$ cat config.mk
export PLATFORM = sky130hd
export DESIGN_NAME = piarb_qm_deq
export DESIGN_NICKNAME = d
export VERILOG_FILES = /design/src/rtl/meta_package.sv /design/src/rtl/piarb_qm_deq.sv
export SDC_FILE = /design/constraint.sdc
export NUM_CORES = 1
export LEC_CHECK = 0
export CAP_MARGIN = 20
export CORE_UTILIZATION = 41
export DETAILED_ROUTE_END_ITERATION = 7
export PLACE_DENSITY = 0.83
export SETUP_SLACK_MARGIN = 0.1
export SKIP_LAST_GASP = 1
export SLEW_MARGIN = 25
export SYNTH_ARGS = -nofsm -noshare
export SYNTH_HDL_FRONTEND = slang
export SYNTH_SLANG_ARGS = --single-unit
$ cat constraint.sdc
create_clock -name clk -period 3.6 [get_ports clk]
set_input_delay 0.72 -clock clk [delete_from_list [all_inputs] [get_ports clk]]
set_output_delay 0.72 -clock clk [all_outputs]
set_load 0.02 [all_outputs]
$ cat src/rtl/meta_package.sv
// Shared queue-manager types: the descriptor payload carried through the queues
// and the default entry-pointer width.
package meta_package;

    localparam int PU_QUEUE_ENTRIES_NBITS = 8;

    typedef struct packed {
        logic [15:0] buf_addr;
        logic [11:0] len;
        logic [3:0]  flags;
    } pu_queue_payload_type;

endpackage

$ cat src/rtl/piarb_qm_deq.sv
// Queue-manager dequeue engine: pops the head entry of a linked-list queue held in
// external 1-cycle-latency memories and returns its descriptor and the freed entry.
`ifndef PU_QUEUE_ENTRIES_NBITS
`define PU_QUEUE_ENTRIES_NBITS meta_package::PU_QUEUE_ENTRIES_NBITS
`endif

module piarb_qm_deq
    import meta_package::*;
#(
    parameter int QUEUE_ID_NBITS      = 5,
    parameter int QUEUE_ENTRIES_NBITS = `PU_QUEUE_ENTRIES_NBITS
) (
    input  logic                           clk,
    input  logic                           rst,
    // Request handshake: a dequeue is taken on a rising clk edge where deq_req and
    // deq_ready are both 1; deq_ready is high only while idle. Results are one-cycle
    // deq_valid pulses, with deq_empty set when the queue held nothing.
    input  logic                           deq_req,
    input  logic [QUEUE_ID_NBITS-1:0]      deq_qid,
    output logic                           deq_ready,
    output logic                           deq_valid,
    output logic                           deq_empty,
    output pu_queue_payload_type           deq_desc,
    output logic [QUEUE_ID_NBITS-1:0]      head_raddr,
    output logic [QUEUE_ID_NBITS-1:0]      depth_raddr,
    input  logic [QUEUE_ENTRIES_NBITS-1:0] head_rdata,
    input  logic [QUEUE_ENTRIES_NBITS-1:0] depth_rdata,
    output logic                           head_wr,
    output logic                           depth_wr,
    output logic [QUEUE_ID_NBITS-1:0]      head_waddr,
    output logic [QUEUE_ID_NBITS-1:0]      depth_waddr,
    output logic [QUEUE_ENTRIES_NBITS-1:0] head_wdata,
    output logic [QUEUE_ENTRIES_NBITS-1:0] depth_wdata,
    output logic [QUEUE_ENTRIES_NBITS-1:0] ll_raddr,
    output logic [QUEUE_ENTRIES_NBITS-1:0] desc_raddr,
    input  logic [QUEUE_ENTRIES_NBITS-1:0] ll_rdata,
    input  pu_queue_payload_type           desc_rdata,
    output logic                           free_valid,
    output logic [QUEUE_ENTRIES_NBITS-1:0] free_ptr,
    output logic [31:0]                    deq_count,
    output logic [1:0]                     dbg_state
);

    typedef enum logic [1:0] {
        IDLE      = 2'd0,
        RD_HEAD   = 2'd1,
        RD_LINK   = 2'd2,
        WRITEBACK = 2'd3
    } state_t;

    state_t                         state;
    state_t                         state_nx;
    logic [QUEUE_ID_NBITS-1:0]      qid_r;
    logic [QUEUE_ENTRIES_NBITS-1:0] head_r;
    logic [QUEUE_ENTRIES_NBITS-1:0] depth_r;
    pu_queue_payload_type           desc_r;
    logic [31:0]                    deq_count_r;
    logic                           accept;
    logic                           depth_zero;

    assign accept     = (state == IDLE) && deq_req;
    assign depth_zero = (depth_rdata == '0);
    assign deq_count  = deq_count_r;
    assign dbg_state  = state;

    always_ff @(posedge clk or posedge rst) begin
        if (rst) begin
            state <= IDLE;
        end else begin
            state <= state_nx;
        end
    end

    always_comb begin
        state_nx = state;
        case (state)
            IDLE:      if (deq_req) state_nx = RD_HEAD;
            RD_HEAD:   state_nx = RD_LINK;
            RD_LINK:   state_nx = depth_zero ? IDLE : WRITEBACK;
            WRITEBACK: state_nx = IDLE;
            default:   state_nx = IDLE;
        endcase
    end

    // Head and depth are captured in RD_LINK because the memories may change
    // their read data once the address moves away.
    always_ff @(posedge clk or posedge rst) begin
        if (rst) begin
            qid_r       <= '0;
            head_r      <= '0;
            depth_r     <= '0;
            desc_r      <= '0;
            deq_count_r <= '0;
        end else begin
            if (accept) begin
                qid_r <= deq_qid;
            end
            if ((state == RD_LINK) && !depth_zero) begin
                head_r  <= head_rdata;
                depth_r <= depth_rdata;
            end
            if (state == WRITEBACK) begin
                desc_r      <= desc_rdata;
                deq_count_r <= deq_count_r + 32'd1;
            end
        end
    end

    // The result descriptor is live from memory during WRITEBACK and held after.
    assign deq_desc = (state == WRITEBACK) ? desc_rdata : desc_r;

    always_comb begin
        deq_ready   = 1'b0;
        deq_valid   = 1'b0;
        deq_empty   = 1'b0;
        head_raddr  = '0;
        depth_raddr = '0;
        head_wr     = 1'b0;
        depth_wr    = 1'b0;
        head_waddr  = '0;
        depth_waddr = '0;
        head_wdata  = '0;
        depth_wdata = '0;
        ll_raddr    = '0;
        desc_raddr  = '0;
        free_valid  = 1'b0;
        free_ptr    = '0;
        case (state)
            IDLE: begin
                deq_ready = 1'b1;
            end
            RD_HEAD: begin
                head_raddr  = qid_r;
                depth_raddr = qid_r;
            end
            RD_LINK: begin
                if (depth_zero) begin
                    deq_valid = 1'b1;
                    deq_empty = 1'b1;
                end else begin
                    ll_raddr   = head_rdata;
                    desc_raddr = head_rdata;
                end
            end
            WRITEBACK: begin
                head_wr     = 1'b1;
                head_waddr  = qid_r;
                head_wdata  = ll_rdata;
                depth_wr    = 1'b1;
                depth_waddr = qid_r;
                depth_wdata = depth_r - QUEUE_ENTRIES_NBITS'(1);
                deq_valid   = 1'b1;
                free_valid  = 1'b1;
                free_ptr    = head_r;
            end
            default: begin
                deq_ready = 1'b0;
            end
        endcase
    end

endmodule

==> results.sh <==
export IMPL_boundaryPins=196
export IMPL_grt_setup_unrepaired="no"
export IMPL_coreArea_um2=9730
export IMPL_drtIter0Drc=97
export IMPL_layout_nets=582
export IMPL_ys_seq_area_frac=0.532
export IMPL_ys_dominant_reg_cell="dfrtp_1"
export IMPL_cts_reportedPaths_clkPinSlew_ns=0.08
export IMPL_clock_skew_final_ns=0.00690
export IMPL_worstPathArrival_ns=2.62
export IMPL_max_freq_ghz=0.300
export IMPL_clkLatencyLatePin_ns=0.35
export IMPL_family_of_cells_with_the_greatest_summed_delay_on_the_critical_path="buffers and inverters"
export IMPL_report_final_setup_viol=0
export IMPL_worst_pin_slew_ns=0.779
export IMPL_via_count_of_the_first_global_routing_pass=3221
export IMPL_drcViolationCount=0
export IMPL_post_synth_top_count_cell="dfrtp_1"
export IMPL_peakVddDrop_mv=0.650
export IMPL_fin_util=0.638
export IMPL_wl_met3_um=997
export IMPL_fraction_of_final_layout_cells_sized_beyond_drive_strength_1=0.156
export IMPL_holdBufCountCts=0
export IMPL_max_cap_violations=0
export IMPL_highest_layer="met4"
export IMPL_grt_start_max_net_pins=66
export IMPL_post_synth_top_area_cell="dfrtp_1"
export IMPL_worst_setup_path_type="primary input to output pin"
export IMPL_worst_hold_path_type="flop to flop"
export IMPL_critPathMaxStageDelay_ns=0.56
export IMPL_worst_setup_path_end_kind="output pin"
export IMPL_final_hold_viol_count=0
export IMPL_antenna_violations_before_repair=0
export IMPL_path_max_fanout=9
export IMPL_critical_path_startpoint_category="primary input"
export IMPL_whs_endpoint="deq_count[22]"
export IMPL_syn2layout_area_growth_pct=51.7
export IMPL_leakagePower_nw=2.60
export IMPL_finalWorstPathRequiredPeriod_ns=3.34
export IMPL_worstPathCellList="clkdlybuf4s50_1 -> nor4_1 -> nand2_1 -> and3_1 -> clkdlybuf4s50_1"
export IMPL_synth_area_per_cell_um2=12.1
export IMPL_synth_edff_count=0
export IMPL_wirelength_mm=10.1
export IMPL_synthTopCellsByArea="dfrtp_1 (53%), mux2_2 (14%), xnor2_1 (6.6%)"
export IMPL_postRouteAntennaNets=0
export IMPL_globalRouteTotalUtil=0.200
export IMPL_relSlewSlack=0.480
export IMPL_synth_top_area_share=0.532
export IMPL_routed_wire_length_per_instance_um=15.5
export IMPL_floorplan_die_area_um2=10400
export IMPL_post_cts_setup_repair_bufs=0
export IMPL_cp_bufs_invs=2
export IMPL_post_cts_resized_instances=0
export IMPL_globalRouteOverflowTotal=0
export IMPL_yosys_warnings=0
export IMPL_period_share=0.927
export IMPL_grt_pass1_wl_mm=15.9
export IMPL_hold_start="deq_count[22]"
export IMPL_critPathLaunch="depth_rdata[1]"
export IMPL_reg2reg_from="dbg_state[0]"
export IMPL_tns_ns=0
export IMPL_rows=36
export IMPL_cts_tree="built"
export IMPL_maxSlewViolCount=0
export IMPL_antenna_diode_count=0
export IMPL_route_vias_total=3185
export IMPL_io_buffers=195
export IMPL_asyncSetResetFlopFracSynth=1.00
export IMPL_synth_cell_types=32
export IMPL_post_place_ws_ns=0.277
export IMPL_routability_congestion_estimate=0.819
export IMPL_post_synthesis_cells=338
export IMPL_chipWidth_um=102
export IMPL_initial_utilization=0.421
export IMPL_cts_num_sinks=87
export IMPL_root_buffer="clkbuf_8"
export IMPL_run_status="completed"
export IMPL_postLayoutSetupSlackWorst_ns=0.263
export IMPL_wl_met1_mm=3.89
export IMPL_detail_route_first_pass_iterations=4
export IMPL_number_of_buffers_inserted_during_clock_tree_synthesis=9
export IMPL_hold_depth=1
export IMPL_r2r_path_end="depth_r[4]"
export IMPL_netlist_area_um2=4090
export IMPL_timing_reg2reg_setup_slack_ns=1.65
export IMPL_synth_ff_latch_count=87
export IMPL_htree_num_levels=3
export IMPL_fin_total_pwr_mw=4.88
export IMPL_vias_per_cell=4.88
export IMPL_route_met2_wl_mm=5.06
export IMPL_critical_path_most_common_cell="clkdlybuf4s50_1"
export IMPL_cellPowerDensity_nw_per_um2=787
export IMPL_crit_slowest_cell="clkdlybuf4s50_1"
export IMPL_max_clock_path_buffers=2
export IMPL_required_ns=2.88
export IMPL_dpl_hpwl_mm=7.68
export IMPL_rr_worst_depth=4
export IMPL_ys_top_cells_by_count="dfrtp_1 (87), mux2_2 (52), and3_1 (33)"
export IMPL_die_height_um=102
export IMPL_synth_net_count=404
state kept, by name, summed over array words and instances (netlist names):
signal	count
deq_count	32
desc_r	32
depth_r	8
head_r	8
qid_r	5
dbg_state	2
area by class of cell:
cell class / count / area (µm²)
well taps: 133 / 166
repair buffers: 200 / 2000
clock buffers: 13 / 159
fillers: 769 / 3520
multi-input cells: 213 / 1680
inverters: 5 / 20.0
flip-flops and latches: 87 / 2180
clock inverters: 1 / 5.00
worst max path at each step:
stage / slack (ns) / end / cells after the start
after detailed placement: 0.28 / ll_raddr[1] / 5
after floorplan: 0.63 / dbg_state[0] / 1
after CTS: 0.28 / ll_raddr[1] / 5
after global placement: 0.31 / ll_raddr[1] / 5
after global routing: 0.16 / ll_raddr[0] / 5
final: 0.26 / ll_raddr[1] / 5
cell usage in the layout, fill, tap and decap left out, types with 6 or more instances in the layout:
| cell type | n |
|---|---|
| and2_1 | 8 |
| and3_1 | 33 |
| clkbuf_8 | 11 |
| clkdlybuf4s50_1 | 195 |
| dfrtp_1 | 87 |
| mux2_2 | 52 |
| nand2_1 | 17 |
| nand3_1 | 12 |
| nand4_1 | 8 |
| nor2_1 | 15 |
| xnor2_1 | 31 |
| xor2_1 | 6 |
routing by layer:
| layer | vias up | global-route usage |
|---|---|---|
| li1 | 1496 | - |
| met1 | 1534 | 0.230 |
| met2 | 143 | 0.347 |
| met3 | 12 | 0.0629 |
| met4 | 0 | 0.0769 |
| met5 | - | 0 |
power breakdown:
| part | switching (mW) | internal (mW) |
|---|---|---|
| clock | 0.320 | 0.281 |
| combinational | 1.38 | 1.39 |
| sequential | 0.180 | 1.32 |
per-stage QoR:
step / area [µm²] / hold slack [ns] / std cells
after detailed placement: 6040 / 0.483 / 638
after CTS: 6210 / 0.495 / 652
after floorplan: 4090 / 0.472 / 338
final: 6210 / 0.491 / 652
after global routing: 6210 / 0.515 / 652
after global placement: 6040 / 0.462 / 638
kinds of logic (layout without fill, tap and decap cells):
group | count (synthesis) | after routing | synth area share
adders and majority gates | 2 | 2 | 0.00612
and+or+nand+nor | 119 | 119 | 0.177
muxes | 52 | 52 | 0.143
xor gates and xnor gates | 37 | 37 | 0.0792
DFF | 87 | 87 | 0.532
buffers and inverters | 38 | 219 | 0.0581
AOI/OAI and AO/OA | 3 | 3 | 0.00428
Note: power is estimated with default switching activity, not from simulation.
